==> config.mk <==
export PLATFORM = sky130hd
export DESIGN_NAME = uart_seq_ctrl
export DESIGN_NICKNAME = d
export VERILOG_FILES = /design/src/rtl/uart_seq_ctrl.sv
export SDC_FILE = /design/constraint.sdc
export NUM_CORES = 1
export LEC_CHECK = 0
export CAP_MARGIN = 20
export CELL_PAD_IN_SITES_DETAIL_PLACEMENT = 0
export CELL_PAD_IN_SITES_GLOBAL_PLACEMENT = 2
export CORE_UTILIZATION = 34
export CTS_BUF_LIST = sky130_fd_sc_hd__clkbuf_4 sky130_fd_sc_hd__clkbuf_8
export CTS_CLUSTER_SIZE = 8
export DETAILED_ROUTE_END_ITERATION = 8
export GPL_TIMING_DRIVEN = 1
export HOLD_SLACK_MARGIN = 0.1
export PLACE_DENSITY = 0.84
export SLEW_MARGIN = 20
export SYNTH_ARGS = -nofsm -noshare
export SYNTH_HDL_FRONTEND = slang
export SYNTH_SLANG_ARGS = --single-unit
export TNS_END_PERCENT = 50
==> constraint.sdc <==
create_clock -name clk -period 2.6 [get_ports clk]
set_input_delay 0.65 -clock clk [delete_from_list [all_inputs] [get_ports clk]]
set_output_delay 0.65 -clock clk [all_outputs]
set_load 0.02 [all_outputs]
==> src/rtl/uart_seq_ctrl.sv <==
// uart_seq_ctrl: word-level sequencer between user logic and a byte uart_tx/uart_rx pair
//
// Ports:
//   clk          system clock, rising edge
//   reset        asynchronous active-low reset
//   rx_data      received byte from uart_rx
//   rx_valid     1-cycle pulse, rx_data valid
//   tx_done      1-cycle pulse, uart_tx finished its byte
//   start_tx     1-cycle pulse, uart_tx sends tx_data
//   tx_data      byte to uart_tx, held from start_tx until tx_done
//   tx_nums      vector to send, num k at [k*NUM_W +: NUM_W]
//   send_data    request to capture tx_nums and send it
//   tx_ready     idle, send_data accepted this cycle
//   rx_nums      last complete received vector, same packing as tx_nums
//   rx_available 1-cycle pulse, rx_nums just updated
//   rx_error     1-cycle pulse, partial vector dropped after idle timeout
module uart_seq_ctrl #(
   parameter int N_TX_NUMS  = 1,
   parameter int N_RX_NUMS  = 4,
   parameter int NUM_W      = 16,
   parameter int RX_TIMEOUT = 100000
) (
   input  logic                       clk,
   input  logic                       reset,
   input  logic [7:0]                 rx_data,
   input  logic                       rx_valid,
   input  logic                       tx_done,
   output logic                       start_tx,
   output logic [7:0]                 tx_data,
   input  logic [N_TX_NUMS*NUM_W-1:0] tx_nums,
   input  logic                       send_data,
   output logic                       tx_ready,
   output logic [N_RX_NUMS*NUM_W-1:0] rx_nums,
   output logic                       rx_available,
   output logic                       rx_error
);
   localparam int BPN   = NUM_W / 8;
   localparam int NB_TX = N_TX_NUMS * BPN;
   localparam int NB_RX = N_RX_NUMS * BPN;
   localparam int TXW   = N_TX_NUMS * NUM_W;
   localparam int RXW   = N_RX_NUMS * NUM_W;
   localparam int TIW   = NB_TX > 1 ? $clog2(NB_TX) : 1;
   localparam int RCW   = $clog2(NB_RX + 1);
   localparam int TW    = $clog2(RX_TIMEOUT + 1);

   // Bit offset of serial byte b inside a packed vector: num 0 first, MS byte first.
   function automatic int byte_pos(input int b);
      return (b / BPN) * NUM_W + NUM_W - 8 - 8 * (b % BPN);
   endfunction

   typedef enum logic [1:0] {TX_IDLE, TX_SEND, TX_WAIT} tx_state_e;

   tx_state_e        state_q;
   logic [TXW-1:0]   shadow_q;
   logic [TIW-1:0]   idx_q;
   logic             start_tx_q;
   logic [7:0]       tx_data_q;
   logic             tx_ready_q;
   logic [TIW-1:0]   idx_nxt;
   logic [7:0]       nxt_byte;
   logic             last_byte;

   assign idx_nxt   = idx_q + 1'b1;
   assign nxt_byte  = shadow_q[byte_pos(int'(idx_nxt)) +: 8];
   assign last_byte = idx_q == TIW'(NB_TX - 1);

   // Outputs are registered: start_tx/tx_data are loaded on the edge that enters TX_SEND.
   always_ff @(posedge clk or negedge reset) begin
      if (!reset) begin
         state_q    <= TX_IDLE;
         shadow_q   <= '0;
         idx_q      <= '0;
         start_tx_q <= 1'b0;
         tx_data_q  <= '0;
         tx_ready_q <= 1'b1;
      end else begin
         start_tx_q <= 1'b0;
         case (state_q)
            TX_IDLE: if (send_data) begin
               shadow_q   <= tx_nums;
               idx_q      <= '0;
               tx_data_q  <= tx_nums[NUM_W-1 -: 8];
               start_tx_q <= 1'b1;
               tx_ready_q <= 1'b0;
               state_q    <= TX_SEND;
            end
            TX_SEND: state_q <= TX_WAIT;
            TX_WAIT: if (tx_done) begin
               if (last_byte) begin
                  tx_ready_q <= 1'b1;
                  state_q    <= TX_IDLE;
               end else begin
                  idx_q      <= idx_nxt;
                  tx_data_q  <= nxt_byte;
                  start_tx_q <= 1'b1;
                  state_q    <= TX_SEND;
               end
            end
            default: state_q <= TX_IDLE;
         endcase
      end
   end

   assign start_tx = start_tx_q;
   assign tx_data  = tx_data_q;
   assign tx_ready = tx_ready_q;

   logic [RXW-1:0] buf_q, buf_d;
   logic [RXW-1:0] nums_q, nums_d;
   logic [RCW-1:0] cnt_q, cnt_d;
   logic [TW-1:0]  to_q, to_d, to_inc;
   logic           avail_q, avail_d;
   logic           err_q, err_d;

   // Bytes land directly at their final packed position, so completion is a plain copy.
   always_comb begin
      buf_d   = buf_q;
      nums_d  = nums_q;
      cnt_d   = cnt_q;
      to_d    = to_q;
      avail_d = 1'b0;
      err_d   = 1'b0;
      to_inc  = to_q == TW'(RX_TIMEOUT) ? to_q : to_q + 1'b1;
      if (rx_valid) begin
         buf_d[byte_pos(int'(cnt_q)) +: 8] = rx_data;
         to_d = '0;
         if (cnt_q == RCW'(NB_RX - 1)) begin
            nums_d  = buf_d;
            avail_d = 1'b1;
            cnt_d   = '0;
         end else
            cnt_d = cnt_q + 1'b1;
      end else if (cnt_q != '0) begin
         if (to_inc == TW'(RX_TIMEOUT)) begin
            cnt_d = '0;
            to_d  = '0;
            err_d = 1'b1;
         end else
            to_d = to_inc;
      end
   end

   always_ff @(posedge clk or negedge reset) begin
      if (!reset) begin
         buf_q   <= '0;
         nums_q  <= '0;
         cnt_q   <= '0;
         to_q    <= '0;
         avail_q <= 1'b0;
         err_q   <= 1'b0;
      end else begin
         buf_q   <= buf_d;
         nums_q  <= nums_d;
         cnt_q   <= cnt_d;
         to_q    <= to_d;
         avail_q <= avail_d;
         err_q   <= err_d;
      end
   end

   assign rx_nums      = nums_q;
   assign rx_available = avail_q;
   assign rx_error     = err_q;
endmodule
==> results.toml <==
[synthesis]
synth-main-ff-cell = "dfrtp_1"
synth_most_common_cell = "dfrtp_1"
synthesis.area_sq_mm = 0.008305
yosys-top-cells-count = "dfrtp_1 (179), nand2_1 (126), o21ai_0 (106)"
synth_area_leaders = "dfrtp_1 (54%), mux2_2 (8.7%), mux2i_1 (7.1%)"
avgSynthCellArea_sq_um = 10.43
synth-seq-cells = 180
yosysUniqueCellTypes = 46
synth_area_leader_cell = "dfrtp_1"
async_reset_ff_share_pct = 100.0
synth_cells = 796
synth_edf_count = 0
syn_nets = 831
yosysTopAreaCellShare_pct = 53.93
synth.yosys.seq_area_share_pct = 54.25
yosys_warnings = 0

[cts]
cts_made_buffers = 17
tritoncts = "built"
insertion_delay_ns = 0.47
clk_pin_slew_ns = 0.10
clock_sinks = 180
root_buffer = "clkbuf_8"
htreeDepth = 4
cts_buffer_depth = 2

[power_and_ir_drop]
power_switching_mw = 3.656
clkPwrFrac_pct = 20.5
switching_share_pct = 36.18
power.density_mw_per_mm2 = 973.5
intPower_mw = 6.450
p_comb_share_pct = 37.5
peakVddDrop_mv = 0.3975
p_leak_nw = 4.536
p_seq_share_pct = 42.0

[routing]
drt_iter0_drc = 325
routedWlPerCell_um = 15.56
wl_mm = 19.38
viasPerCell = 4.799
drc_errors = 0
drt_pass1_iterations = 4
ant_nets = 0
vias = 5979

[sta]
final-setup-viol-count = 0
hold_viol = 0
layout_setup_ws_ns = 0.1333
rsz0062_at_grt = "true"
fin_worst_skew_ns = 0.02041
period_minus_slack_ns = 2.467
finalCritPeriodShare_pct = 94.87
setup_tns_ns = 0
fmaxAchievable_mhz = 405.4
worst_pin_slew_ns = 0.6601
relSlewSlack_pct = 55.70
maxSlewViolCount = 0

[die]
dieArea_sq_mm = 0.02506
num_rows = 56
die_w_um = 158.3
core_area_sq_mm = 0.02368
initial_core_util_pct = 35.07
io_pins = 105
fp.dieH_um = 158.3

[layout]
nets = 949
diodes = 0
final_cell_area_sq_mm = 0.01038
fin_cells = 1246
drive_above_1_share_pct = 17.48
area_growth_pct = 24.99

[critical_path]
start_kind = "flip-flop"
cp.required_ns = 2.97
r2r_slack_ns = 0.13
crit_path_end_kind = "flip-flop"
rr_endpoint = "rx_error"
cp_max_fo = 5
worst_r2r_path_depth = 7
r2r_start = "to_q[0]"
cp_data_arrival_time_ns = 2.84
crit_type = "flip-flop to flip-flop"

[placed_design]
gp_congestion = 0.7992
place_ws_ns = 0.1453
io_buffer_count = 104
dp.cells = 1214
dp_hpwl_mm = 13.64
dpl-instance-area_sq_mm = 0.009922

[hold_path]
hp-class = "input pin to async pin"

[global_routing]
grt_pass1_vias = 5901
grt_max_degree = 96
grt_overflow_total = 0
antenna_found_initial = 0
grt_pass1_wl_mm = 31.62
track_usage_pct = 16.42

[job]
drv_cap = 0

[run_status]
status = "finished, final reports clean"
==> registers in the layout, indices dropped and copies added (netlist names) <==
name          flops
shadow_q         16
state_q           2
start_tx          1
tx_data           8
cnt_q             4
rx_available      1
to_q             17
rx_error          1
buf_q            64
tx_ready          1
rx_nums          64
idx_q             1
==> power by group through the flow <==
stage,clock (mW),combinational [mW],sequential (mW)
after floorplan,0,1.83,4.66
after global placement,0,3.78,4.29
after detailed placement,0,3.83,4.32
after CTS,2.14,3.84,4.26
after global routing,2.25,4.18,4.37
final,2.07,3.79,4.25
==> worst max-delay path by stage <==
stage | start | end | cells past startpoint
2_1_floorplan | cnt_q[0] | buf_q[0] | 9
3_3_place_gp | to_q[1] | rx_error | 7
3_5_place_dp | to_q[1] | rx_error | 7
4_1_cts | to_q[1] | rx_error | 7
5_1_grt | to_q[4] | rx_error | 7
6_report | to_q[0] | rx_error | 7
==> cell usage in the layout, fill, tap and decap left out, drive strengths merged, types with 7 or more instances in the layout <==
cell,netlist,final
clkbuf,35,18
nor2,42,42
nor3,11,11
dfrtp,179,179
xor2,10,10
mux2,64,64
a21oi,32,32
inv,15,20
nand2,126,126
buf,16,47
clkdlybuf4s50,0,103
nand4,12,12
nor4,7,7
nand3,19,19
mux2i,59,59
o21ai,108,108
==> cell families after synthesis <==
kind of cell,share of synthesized area [%]
flip-flops,54.25
buffers and inverters,3.480
AO/OA/AOI/OAI,9.747
AND/OR/NAND/NOR,14.15
XOR/XNOR,1.687
adder cells (fa/ha/maj),0.9039
multiplexers,15.79
==> stage by stage <==
| step | utilization [%] | power, mW | hold slack, ns |
|---|---|---|---|
| after detailed placement | 41.90 | 8.146 | 0.4694 |
| final | 43.83 | 10.11 | 0.1343 |
| after floorplan | - | 6.491 | 0.3544 |
| after global placement | 41.90 | 8.064 | 0.4602 |
| after global routing | 43.83 | 10.81 | 0.1410 |
| after CTS | 43.74 | 10.24 | 0.1324 |
==> critical path, cell delays in order (launching register included) <==
cell	delay (ns)
dfrtp_1	0.44
inv_1	0.13
ha_1	0.18
nand3_1	0.12
nor4_2	0.49
mux2i_1	0.23
or4_4	0.57
nor4_2	0.22
==> timing repair <==
| item | in CTS | in global routing |
|---|---|---|
| resized for setup | 0 | 6 |
| setup buffers | 0 | 0 |
| setup endpoints to repair | 0 | 8 |
| hold buffers | 0 | 0 |
| endpoints found under the hold margin | 0 | 0 |
==> area by class of cell <==
type                       count  area [sq um]
fill                        2335         13300
sequential                   180          4508
multi-input combinational    550          3543
timing repair buffer         150          1438
tap                          319         399.1
clock buffer                  18         247.7
clock inverter                14         188.9
inverter                      15         56.30
==> layer usage <==
metal  share of wire (%)  track usage, %  routed length (um)  vias up
li1                    -               -                   -     2995
met1                  50           23.11                9684     2885
met2                  45           25.38                8796       85
met3                 3.6           3.892                 696       14
met4                 1.1           3.984                 206        0
met5                   0               0                   0        -
(Power assumes the default switching activity.)
